$ cat src/rtl/dosing_ctrl_pkg.sv
// ============================================================================
// dosing_ctrl_pkg
// Shared state encoding, channel bit indices and command helpers for dosing.
// Revision: 1.0
// ============================================================================
`default_nettype none

package dosing_ctrl_pkg;

    localparam int STATE_W = 2;

    localparam logic [STATE_W-1:0] ST_IDLE   = 2'd0;
    localparam logic [STATE_W-1:0] ST_RUN    = 2'd1;
    localparam logic [STATE_W-1:0] ST_SETTLE = 2'd2;
    localparam logic [STATE_W-1:0] ST_DONE   = 2'd3;

    // Bit positions shared with the sequencer's motores encoding.
    localparam int CH_R = 2;
    localparam int CH_G = 1;
    localparam int CH_B = 0;

    function automatic logic is_onehot3(input logic [2:0] v);
        return (v == 3'b001) || (v == 3'b010) || (v == 3'b100);
    endfunction

endpackage

`default_nettype wire

$ cat src/rtl/dosing_ctrl_tick_gen.sv
// ============================================================================
// dosing_ctrl_tick_gen
// Dose-tick prescaler: one-cycle tick every TICK_DIV enabled cycles.
// Revision: 1.0
// ============================================================================
`default_nettype none

module dosing_ctrl_tick_gen #(
    parameter int TICK_DIV = 50000
) (
    input  logic clk,
    input  logic reset,
    input  logic en,
    input  logic clr,
    output logic tick
);

    localparam int               PRE_W    = (TICK_DIV > 1) ? $clog2(TICK_DIV) : 1;
    localparam logic [PRE_W-1:0] PRE_LAST = PRE_W'(TICK_DIV - 1);

    logic [PRE_W-1:0] pre_q;
    logic [PRE_W-1:0] pre_d;

    always_comb begin
        pre_d = pre_q;
        if (clr) begin
            pre_d = '0;
        end else if (en) begin
            pre_d = (pre_q == PRE_LAST) ? '0 : pre_q + PRE_W'(1);
        end
    end

    always_ff @(posedge clk or negedge reset) begin
        if (!reset) begin
            pre_q <= '0;
        end else begin
            pre_q <= pre_d;
        end
    end

    assign tick = en && (pre_q == PRE_LAST);

endmodule

`default_nettype wire

$ cat src/rtl/dosing_ctrl.sv
// ============================================================================
// dosing_ctrl
// Runs the commanded pump for amount ticks, settles, then flags completion.
// Revision: 1.0
// ============================================================================
`default_nettype none

module dosing_ctrl
    import dosing_ctrl_pkg::*;
#(
    parameter int TICK_DIV     = 50000,
    parameter int AMT_W        = 8,
    parameter int SETTLE_TICKS = 20
) (
    input  logic             clk,
    input  logic             reset,
    input  logic [2:0]       motores,
    input  logic [AMT_W-1:0] amount_r,
    input  logic [AMT_W-1:0] amount_g,
    input  logic [AMT_W-1:0] amount_b,
    output logic [2:0]       motor_en,
    output logic [2:0]       flags,
    output logic             busy,
    output logic             error
);

    localparam int               SET_W      = $clog2(SETTLE_TICKS + 1);
    localparam int               CNT_W      = (AMT_W > SET_W) ? AMT_W : SET_W;
    localparam logic [CNT_W-1:0] SETTLE_END = CNT_W'(SETTLE_TICKS);

    logic [STATE_W-1:0] state_q, state_d;
    logic [2:0]         cmd_q, cmd_d;
    logic [AMT_W-1:0]   amt_q, amt_d;
    logic [CNT_W-1:0]   tick_cnt_q, tick_cnt_d;
    logic [2:0]         motor_en_q, motor_en_d;
    logic [2:0]         flags_q, flags_d;
    logic               busy_q, busy_d;
    logic               error_q, error_d;

    logic               w_valid;
    logic               w_tick;
    logic               w_clr;
    logic               w_tick_en;
    logic [AMT_W-1:0]   w_amt_sel;
    logic [CNT_W-1:0]   w_tick_nxt;

    assign w_tick_en = (state_q == ST_RUN) || (state_q == ST_SETTLE);

    dosing_ctrl_tick_gen #(
        .TICK_DIV (TICK_DIV)
    ) u_tick_gen (
        .clk   (clk),
        .reset (reset),
        .en    (w_tick_en),
        .clr   (w_clr),
        .tick  (w_tick)
    );

    always_comb begin
        w_valid    = is_onehot3(motores);
        w_tick_nxt = tick_cnt_q + CNT_W'(1);
        if (motores[CH_R]) begin
            w_amt_sel = amount_r;
        end else if (motores[CH_G]) begin
            w_amt_sel = amount_g;
        end else begin
            w_amt_sel = amount_b;
        end

        state_d    = state_q;
        cmd_d      = cmd_q;
        amt_d      = amt_q;
        tick_cnt_d = tick_cnt_q;
        w_clr      = 1'b0;

        // Every state change restarts both the prescaler and the tick count.
        case (state_q)
            ST_IDLE: begin
                w_clr      = 1'b1;
                tick_cnt_d = '0;
                if (w_valid) begin
                    cmd_d   = motores;
                    amt_d   = w_amt_sel;
                    state_d = (w_amt_sel != '0) ? ST_RUN : ST_SETTLE;
                end
            end
            ST_RUN: begin
                if (motores != cmd_q) begin
                    state_d    = ST_IDLE;
                    w_clr      = 1'b1;
                    tick_cnt_d = '0;
                end else if (w_tick) begin
                    if (w_tick_nxt == CNT_W'(amt_q)) begin
                        state_d    = ST_SETTLE;
                        w_clr      = 1'b1;
                        tick_cnt_d = '0;
                    end else begin
                        tick_cnt_d = w_tick_nxt;
                    end
                end
            end
            ST_SETTLE: begin
                if (motores != cmd_q) begin
                    state_d    = ST_IDLE;
                    w_clr      = 1'b1;
                    tick_cnt_d = '0;
                end else if (w_tick) begin
                    if (w_tick_nxt == SETTLE_END) begin
                        state_d    = ST_DONE;
                        w_clr      = 1'b1;
                        tick_cnt_d = '0;
                    end else begin
                        tick_cnt_d = w_tick_nxt;
                    end
                end
            end
            ST_DONE: begin
                if (motores != cmd_q) begin
                    state_d = ST_IDLE;
                end
            end
            default: begin
                state_d    = ST_IDLE;
                w_clr      = 1'b1;
                tick_cnt_d = '0;
            end
        endcase

        motor_en_d = (state_d == ST_RUN)  ? cmd_d : 3'b000;
        flags_d    = (state_d == ST_DONE) ? cmd_d : 3'b000;
        busy_d     = (state_d == ST_RUN) || (state_d == ST_SETTLE);
        error_d    = (motores != 3'b000) && !w_valid;
    end

    always_ff @(posedge clk or negedge reset) begin
        if (!reset) begin
            state_q    <= ST_IDLE;
            cmd_q      <= '0;
            amt_q      <= '0;
            tick_cnt_q <= '0;
            motor_en_q <= '0;
            flags_q    <= '0;
            busy_q     <= 1'b0;
            error_q    <= 1'b0;
        end else begin
            state_q    <= state_d;
            cmd_q      <= cmd_d;
            amt_q      <= amt_d;
            tick_cnt_q <= tick_cnt_d;
            motor_en_q <= motor_en_d;
            flags_q    <= flags_d;
            busy_q     <= busy_d;
            error_q    <= error_d;
        end
    end

    assign motor_en = motor_en_q;
    assign flags    = flags_q;
    assign busy     = busy_q;
    assign error    = error_q;

endmodule

`default_nettype wire

$ cat config.mk
export PLATFORM = sky130hd
export DESIGN_NAME = dosing_ctrl
export DESIGN_NICKNAME = d
export VERILOG_FILES = /design/src/rtl/dosing_ctrl_pkg.sv /design/src/rtl/dosing_ctrl_tick_gen.sv /design/src/rtl/dosing_ctrl.sv
export SDC_FILE = /design/constraint.sdc
export NUM_CORES = 1
export LEC_CHECK = 0
export ABC_AREA = 0
export CAP_MARGIN = 10
export CELL_PAD_IN_SITES_DETAIL_PLACEMENT = 0
export CELL_PAD_IN_SITES_GLOBAL_PLACEMENT = 1
export CORE_UTILIZATION = 40
export DETAILED_ROUTE_END_ITERATION = 10
export HOLD_SLACK_MARGIN = 0.1
export PLACE_DENSITY = 0.87
export RECOVER_POWER = 100
export SLEW_MARGIN = 20
export SYNTH_ARGS = -nofsm -noshare
export SYNTH_HDL_FRONTEND = slang
export SYNTH_HIERARCHICAL = 1
export SYNTH_SLANG_ARGS = --single-unit
$ cat constraint.sdc
create_clock -name clk -period 2.8 [get_ports clk]
set_input_delay 0.56 -clock clk [delete_from_list [all_inputs] [get_ports clk]]
set_output_delay 0.56 -clock clk [all_outputs]
set_load 0.05 [all_outputs]
Word level (Yosys, flattened, before mapping). Index checks and enable logic that the tools add are counted. W data, S select, Z words.

Register bits: 45. Bits of input ports: 29. Output and inout bits: 8. Word-level logic and storage cells: 73.

Add/sub/neg operators: 2. Equality and inequality tests: 15. Muxes and demuxes: 33. Reductions and logical operators: 14.

Operators with widths (count): $mux W8 (8); $mux W16 (3); $pmux W8 S3 (1); $mux W2 (9); $add A16 B1 Y16 const B (1); $eq A16 B16 Y1 const B (1); $mux W3 (4); $add A8 B1 Y8 const B (1); $eq A2 B2 Y1 const B (4); $eq A8 B5 Y1 const B (1); $eq A8 B8 Y1 (1); $pmux W2 S4 (1); $reduce_bool A8 Y1 (1); $mux W1 (6); $ne A3 B1 Y1 const B (2); $reduce_bool A3 Y1 (2); $eq A2 B1 Y1 const B (2); $logic_or A1 B1 Y1 (4); $eq A3 B1 Y1 const B (1); $eq A3 B2 Y1 const B (1); $eq A3 B3 Y1 const B (1); $ne A3 B3 Y1 (1); $pmux W1 S3 (1); $reduce_and A3 Y1 (1); 5 further kinds (6).

Longest topological paths before layout. Gate-level depths: netlist of run 1.

Depth in word-level cells: 8. Depth in mapped cells: 13. Mapped depth without buffers: 12.

Hierarchy. Netlist of run 1, hierarchy kept.

By module, submodules not included: dosing_ctrl (times used 1, cells an instance 229, area an instance 2190.9 um^2, seq. area each 725.7 um^2); dosing_ctrl_tick_gen (times used 1, cells an instance 95, area an instance 991.0 um^2, seq. area each 400.4 um^2).

Least setup slack after synthesis of run 1. Ideal clock, no wire load.

Kind: register to register. Start point: register tick_cnt_q[0]. End point: register u_tick_gen.pre_q[9]. Library setup time: 0.126 ns. Arrival time: 2.813 ns. Data required time: 2.674 ns. Setup slack: -0.139 ns. Stages on the path, launching flop included: 14. Path buffers: 1. Period minus slack after synthesis: 2.939 ns. Cell sequence: dfrtp_1 -> ha_1 -> buf_2 -> nand3_1 -> nor2_1 -> o211ai_1 -> nor3_2 -> nand2_4 -> o2111a_1 -> nor3_2 -> o2111ai_1 -> nor4_1 -> xnor2_1 -> nor2_1.

Longest elaborated chain between the ends: 7. Elaborated cells between the ends (all ways): 12. Classes of those cells: add/sub (1); eq/ne (2); mux (8); reduce/logical (1).

Ends and longest elaborated chain: from (decl) (line dosing_ctrl.sv:34) `logic [CNT_W-1:0] tick_cnt_q, tick_cnt_d;`; from (signal assigned) (line dosing_ctrl.sv:149) `tick_cnt_q <= tick_cnt_d;`; $add A8 B1 Y8 (*) (line dosing_ctrl.sv:61) `w_tick_nxt = tick_cnt_q + CNT_W'(1);`; $eq A8 B5 Y1 or $eq A8 B8 Y1 (tied branches) (line dosing_ctrl.sv:108, dosing_ctrl.sv:93); $mux W1, on equally long branches (line dosing_ctrl.sv:108, dosing_ctrl.sv:93); $mux W1, on equally long branches (line dosing_ctrl.sv:107, dosing_ctrl.sv:92); $mux W1, on equally long branches (line dosing_ctrl.sv:103, dosing_ctrl.sv:88); $pmux W1 S3 (*) (line dosing_ctrl.sv:77) `case (state_q)`; named net w_clr (line dosing_ctrl.sv:42) `logic w_clr;`; $mux W16 or $reduce_bool A2 Y1 (tied branches); to (signal assigned) (line dosing_ctrl_tick_gen.sv:37) `pre_q <= pre_d;`; to (decl) (line dosing_ctrl_tick_gen.sv:21) `logic [PRE_W-1:0] pre_q;`.

Mark *: on every way through the listed nets, which the timed path passes. The rest lies on a longest branch. A chain may end at the register's enable or synchronous reset.

Final worst setup path of run 1.
Start point: register tick_cnt_q[6]. End point: register u_tick_gen.pre_q[9].

Same word-level chain as after synthesis.

==> metrics, run 1 <==
Critical Path Start Type=flop; register area share after synthesis=35.4%; Finished Core Util=55.1%; CTS Root Cell=clkbuf_8; Final nets=451; die height=91.2 µm; most common cell after layout, fill and taps aside=buf_4; Worst Path Required=3000 ps; CTS tree=built; FMAX=360 MHz; I/O pins=37; Slew headroom=3.99%; global routing met2 resource utilization=32.4%; # DRC=0; critical-path cell with the highest stage delay=dfrtp_2; Netlist cell types=72; VDD IR-drop max=0.526 mV; clk sink count=45; Synth Instances=324; Arrival @ worst endpoint=2980 ps; antenna violations before repair=0; layout cells sized above 1=30.4%; Final Setup Violations=0; fin crit period=2770 ps; Design Power=2.48 mW; register clock-pin slew on the reported worst setup and hold paths=100 ps; antenna cells=0; yosys warns=6; post-route ant nets=0; endpoints failing hold=0; Die X=91.2 µm; Setup Crit Path Kind=flop to flop; Die Footprint=8320 µm²; pin count of the biggest net entering global routing=28; # H-tree levels=2; commonest non-fill, non-tap cells in the layout=buf_4 (52), nand2_1 (38), dfrtp_1 (38), clkdlybuf4s50_1 (25), nor2_1 (23); met3 Track Usage GR=2.93%; CTS buffer count=5; min-delay worst type=flop to flop; fin crit share=99.1%; CP cell instances=xnor2_2 > o2bb2a_4 > nor3_2 > a2111oi_4 > nand2_4 > o2111a_1 > nor3_4 > buf_6 > o2111ai_4 > nor4_4 > xnor2_1 > nor2_1; #FFs+latches synth=45; max cap viols=0; final wirelength=7520 µm; CP max FO=6; Pre-antenna DRT Iters=4; Slew @ Worst Pin=1440 ps; Max Transition Viols Final=0; met1 Usage GRT=25.5%; P&R area growth vs syn=33.8%; Via Count=2727; Critical Path Max Stage Delay=500 ps; GRT Residual Overflow=0; Rows=32; RSZ-0062 raised after global routing=yes; Setup crit end kind=flop; Post-DP HPWL=5700 µm; global-route wire length before repair=12900 µm; Max Clock Skew=10.6 ps; RePlAce Congestion=0.894; vias in the first global route=2692; initial core utilization=41.2%; initial drt markers=124; EDFF count, synth=0; Mapped Avg Cell Area=9.82 µm²; Static Leak=1.85 nW; worst hold start=amt_q[1]; P per Cell Area=582 nW/µm²; worst skew pair latency=310 ps; outcome=finished clean; async set-or-reset flop fraction in the synthesized netlist=100%; GRT Util Overall=19.2%; net count after synthesis=362; drt wl/cell=14.6 µm; port bufs=36; CP startpoint=tick_cnt_q[6]; clk buf depth=2; top_reg_cell synth=dfrtp_1; drt via density=5.28; global routing's busiest layer=met2; area of the core=7730 µm²; Mapped Area=3180 µm²; worst flop-to-flop path startpoint=tick_cnt_q[6]
==> per-stage QoR <==
stage | std cells | cell area, µm² | TNS [ps] | setup slack, ps | hold WS [ps]
floorplan | 324 | 3200 | 0 | 24.6 | 264
global placement | 501 | 3980 | -3870 | -269 | 492
detailed placement | 501 | 3980 | -4720 | -358 | 498
CTS | 510 | 4120 | 0 | 3.73 | 276
global route | 516 | 4260 | -253 | -110 | 560
finish | 516 | 4260 | 0 | 25.5 | 513
==> layer usage <==
metal	vias up	wire, µm
li1	1344	-
met1	1310	3520
met2	64	3610
met3	9	281
met4	0	111
met5	-	0
==> path summary, 6_finish.rpt <==
| path | to | cells after the start | slack, ps |
|---|---|---|---|
| max in group asynchronous | cmd_q[2] | 2 | 1070 |
| min reg2reg | amt_q[1] | 2 | 510 |
| max reg2reg | u_tick_gen/pre_q[9] | 12 | 30 |
| max | u_tick_gen/pre_q[9] | 12 | 30 |
| min | amt_q[1] | 2 | 510 |
| min in group asynchronous | u_tick_gen/pre_q[9] | 1 | 570 |
==> synthesized netlist by cell type, drive strengths merged (3+ instances only) <==
master | n | area share (%)
o31ai | 5 | 1.2
xor2 | 15 | 4.4
nand3 | 8 | 1.7
xnor2 | 12 | 3.5
ha | 9 | 3.5
o21ai | 19 | 3.0
nor2 | 26 | 3.2
nor2b | 5 | 0.98
dfrtp | 45 | 35
o22ai | 6 | 1.4
and3 | 4 | 0.83
and4bb | 3 | 1.4
inv | 12 | 1.4
nor3 | 10 | 2.4
a22o | 3 | 0.83
a31oi | 4 | 0.79
nand2 | 40 | 5.0
nor3b | 5 | 1.3
and2 | 4 | 0.87
mux2 | 11 | 4.0
a21oi | 6 | 1.1
nand4 | 12 | 2.8
mux2i | 7 | 2.2
a41oi | 4 | 1.7
or2 | 3 | 0.59
buf | 13 | 3.3
o211ai | 5 | 1.3
==> logic make-up after synthesis <==
group | Yosys count | share of synthesized area, %
compound gates | 69 | 18.1
xor+xnor | 27 | 7.90
fa+ha+maj | 9 | 3.54
buf+inv | 27 | 4.95
flops | 45 | 35.4
mux | 18 | 6.21
simple gates | 129 | 23.9
==> power breakdown <==
part | total [mW] | leakage (nW) | internal (mW) | switching [mW]
logic | 1.15 | 1.20 | 0.524 | 0.627
clock network | 0.455 | 0.0511 | 0.189 | 0.266
registers | 0.872 | 0.590 | 0.771 | 0.101
==> state kept, by name (all words and copies together), names as in the netlist <==
name and cells:
u_tick_gen/pre_q 16, tick_cnt_q 8, state_q 2, amt_q 8
error 1, motor_en 3, cmd_q 3, flags 3
busy 1
==> critical path: cells and delay by family (launching register included) <==
kind	cells	cell delay [ps]
XOR/XNOR	2	330
AND/OR/NAND/NOR	5	610
AO/OA/AOI/OAI	4	1080
flip-flops	1	500
buffers and inverters	1	150
==> layout make-up <==
| cell class | instances | area, µm² |
|---|---|---|
| Inverter | 12 | 45.0 |
| Multi-Input combinational cell | 252 | 2030 |
| Sequential cell | 45 | 1130 |
| Tap cell | 102 | 128 |
| Timing Repair Buffer | 97 | 823 |
| Clock inverter | 3 | 28.8 |
| Clock buffer | 5 | 68.8 |
| Fill cell | 681 | 3470 |
==> what timing repair did <==
action | in CTS | in global routing
endpoints found under the setup margin | 3 | 10
hold buffers | 0 | 0
setup buffers | 1 | 6
pin swaps | 4 | 12
gates resized for setup | 9 | 21
No activity file was read; power rests on OpenSTA's default activity.
==> run 2: changes to the inputs <==
- CORE_ASPECT_RATIO: default -> 0.9
- CORE_MARGIN: default -> 2
- SLEW_MARGIN: 20 -> default
==> run 2 against run 1 <==
Compared with the run above: cell area fell by 1.2%; utilization rose by 0.088 points; via count rose by 2.7%; fmax rose by 0.97%; routed wire length rose by 4.0%.
==> metrics, run 2 (synthesis gave the netlist of run 1 again) <==
vias in the first global route=2721 (+1.1%); initial core utilization=41.8% (+0.58 points); Rows=30 (-6.3%); fin crit period=2750 ps (-26.6 ps); fin crit share=98.1% (-0.95 points); initial drt markers=134 (+8.1%); P&R area growth vs syn=32.1%; combinational power share=46.9% (+0.5 points); Flop pwr share=34.7% (-0.5 points); Max Clock Skew=4.26 ps (-6.36 ps); RSZ-0062 raised after global routing=yes; VDD IR-drop max=0.515 mV (-2.1%); GRT Residual Overflow=0 (unchanged); Critical Path Max Stage Delay=460 ps (-40 ps); Crit path max-delay family=compound AO/OA/AOI/OAI gates; Final Setup Violations=0 (unchanged); endpoints failing hold=0 (unchanged); max cap viols=0 (unchanged); Critical Path Start Type=flop; critical-path cell with the highest stage delay=dfrtp_2; most common cell type on the critical path=buf_4; Int Power=1.50 mW (+1.0%); Slew @ Worst Pin=1160 ps (-283 ps); worst skew pair latency=310 ps (about the same); drt wl/cell=15.3 µm (+5.2%); outcome=finished clean; min-delay worst type=flop to flop; worst hold start=amt_q[4]; clk sink count=45 (unchanged); drt via density=5.49 (+3.9%); # DRC=0 (unchanged); Static Leak=1.86 nW (+0.87%); Net Sw Power=1.02 mW (+2.5%); Fillers=634 (-6.9%); Worst Path Required=3000 ps (about the same); port bufs=36 (unchanged); die height=88.6 µm (-2.8%); post-route ant nets=0 (unchanged); most common cell after layout, fill and taps aside=buf_4; Top reg by flops=u_tick_gen/pre_q; Design Power=2.52 mW (+1.6%); CTS Hold Buffers Added=0 (unchanged); antenna cells=0 (unchanged); worst flop-to-flop path startpoint=tick_cnt_q[2]; GRT Util Overall=18.2% (-0.99 points); commonest non-fill, non-tap cells in the layout=buf_4 (54), dfrtp_1 (42), nand2_1 (39), clkdlybuf4s50_1 (25), nor2_1 (23); clk buf depth=2 (unchanged); CP cell instances=buf_4 > mux2_2 > a211oi_1 > a2111oi_4 > nand2_4 > o2111a_1 > nor3_4 > buf_4 > or2_2 > and3_2 > xnor2_1 > nor2_1; pin count of the biggest net entering global routing=46 (+64%); fraction of power consumed by the clock network=18.4% (about the same); max FFs per register=16 (unchanged); layout cells sized above 1=29.2% (-1.2 points); CTS tree=built; FMAX=364 MHz (+0.97%); CTS buffer count=5 (unchanged); Largest regs=u_tick_gen/pre_q: 16 flops, amt_q: 8 flops, tick_cnt_q: 8 flops; Post-DP HPWL=5710 µm (+0.20%); Setup Crit Path Kind=flop to flop; Via Count=2800 (+2.7%); Max Transition Viols Final=0 (unchanged); CP max FO=5 (-1); Setup crit end kind=flop; antenna violations before repair=0 (unchanged); P per Cell Area=599 nW/µm² (+2.9%); Pre-antenna DRT Iters=5 (+1); CP startpoint=tick_cnt_q[2]; register clock-pin slew on the reported worst setup and hold paths=100 ps (about the same); Finished Core Util=55.2% (+0.088 points); final wirelength=7820 µm (+4.0%); area of the core=7620 µm² (-1.4%); CTS Root Cell=clkbuf_8; Sw Ratio=40.5% (+0.36 points); Arrival @ worst endpoint=2950 ps (-30 ps); global-route wire length before repair=12800 µm (-0.43%); I/O pins=37 (unchanged); Die X=98.0 µm (+7.5%); crit path buf inv count=2 (+1); # H-tree levels=2 (unchanged); Final nets=451 (unchanged); RePlAce Congestion=0.876 (-2.0%); Slew headroom=22.8% (+19 points); Die Footprint=8680 µm² (+4.4%)
[run 2: changes by cell type in the layout (fill, tap and decap cells not counted), moves of 2 or more]
| cell | delta |
|---|---|
| xnor2_2 | +2 |
| buf_4 | +2 |
| dlymetal6s2s_1 | +2 |
| nand3_1 | +2 |
| buf_6 | -3 |
| a21oi_2 | -2 |
| mux2i_1 | -3 |
| dfrtp_1 | +4 |
| mux2i_2 | +2 |
| dfrtp_2 | -4 |
[run 2: stage by stage]
step                      cell area (µm²)  setup WS (ps)  hold WS, ps  std cells  TNS [ps]
after global routing                 4200          -79.7          574        510      -205
final                                4200           52.1          513        510         0
after global placement               3960           -186          490        493     -1520
after detailed placement             3960           -303          500        493     -2590
after CTS                            4080           22.1          340        504         0
after floorplan                      3200           24.6          264        324         0
[run 2: worst reg2reg max path: stages, from the launching register on]
cell and delay (ps):
dfrtp_2 460, buf_4 150, mux2_2 330, a211oi_1 400, a2111oi_4 90, nand2_4 80
o2111a_1 210, nor3_4 50, buf_4 140, or2_2 320, and3_2 190, xnor2_1 150
nor2_1 60
[run 2: cell type report]
cell class                      instances  area [µm²]  area share [%]
Clock buffer                            5        68.8            1.64
Clock inverter                          3        28.8           0.685
Tap cell                               96         120            2.86
Sequential cell                        45        1130            26.9
Inverter                               12        45.0            1.07
Timing Repair Buffer                   97         816            19.4
Multi-Input combinational cell        252        2000            47.5
[run 2: worst paths after layout]
path,endpoint,slack [ps],cells after the start
max,u_tick_gen/pre_q[7],50,12
min,amt_q[4],510,2
max reg2reg,u_tick_gen/pre_q[7],50,12
min reg2reg,amt_q[4],510,2
max in group asynchronous,tick_cnt_q[3],1480,2
min in group asynchronous,amt_q[2],550,2
[run 2: power by group through the flow]
stage	sequential, mW	clock (mW)	combinational, mW
2_1_floorplan	0.963	0	0.620
3_3_place_gp	0.877	0	1.07
3_5_place_dp	0.881	0	1.10
4_1_cts	0.871	0.478	1.14
5_1_grt	0.893	0.499	1.29
6_report	0.874	0.463	1.18
[run 2: repair_timing]
| action | CTS | global route |
|---|---|---|
| setup endpoints to repair | 1 | 19 |
| gates cloned | 0 | 0 |
| setup buffers | 3 | 6 |
| pin swaps | 3 | 7 |
| resized for setup | 1 | 21 |
[run 2: routing by layer]
metal / track usage (%) / vias up / wire length [µm]
met2: 28.8 / 58 / 3620
met4: 6.69 / 0 / 112
met5: 0 / - / 0
li1: - / 1347 / -
met3: 2.84 / 10 / 243
met1: 25.6 / 1385 / 3840
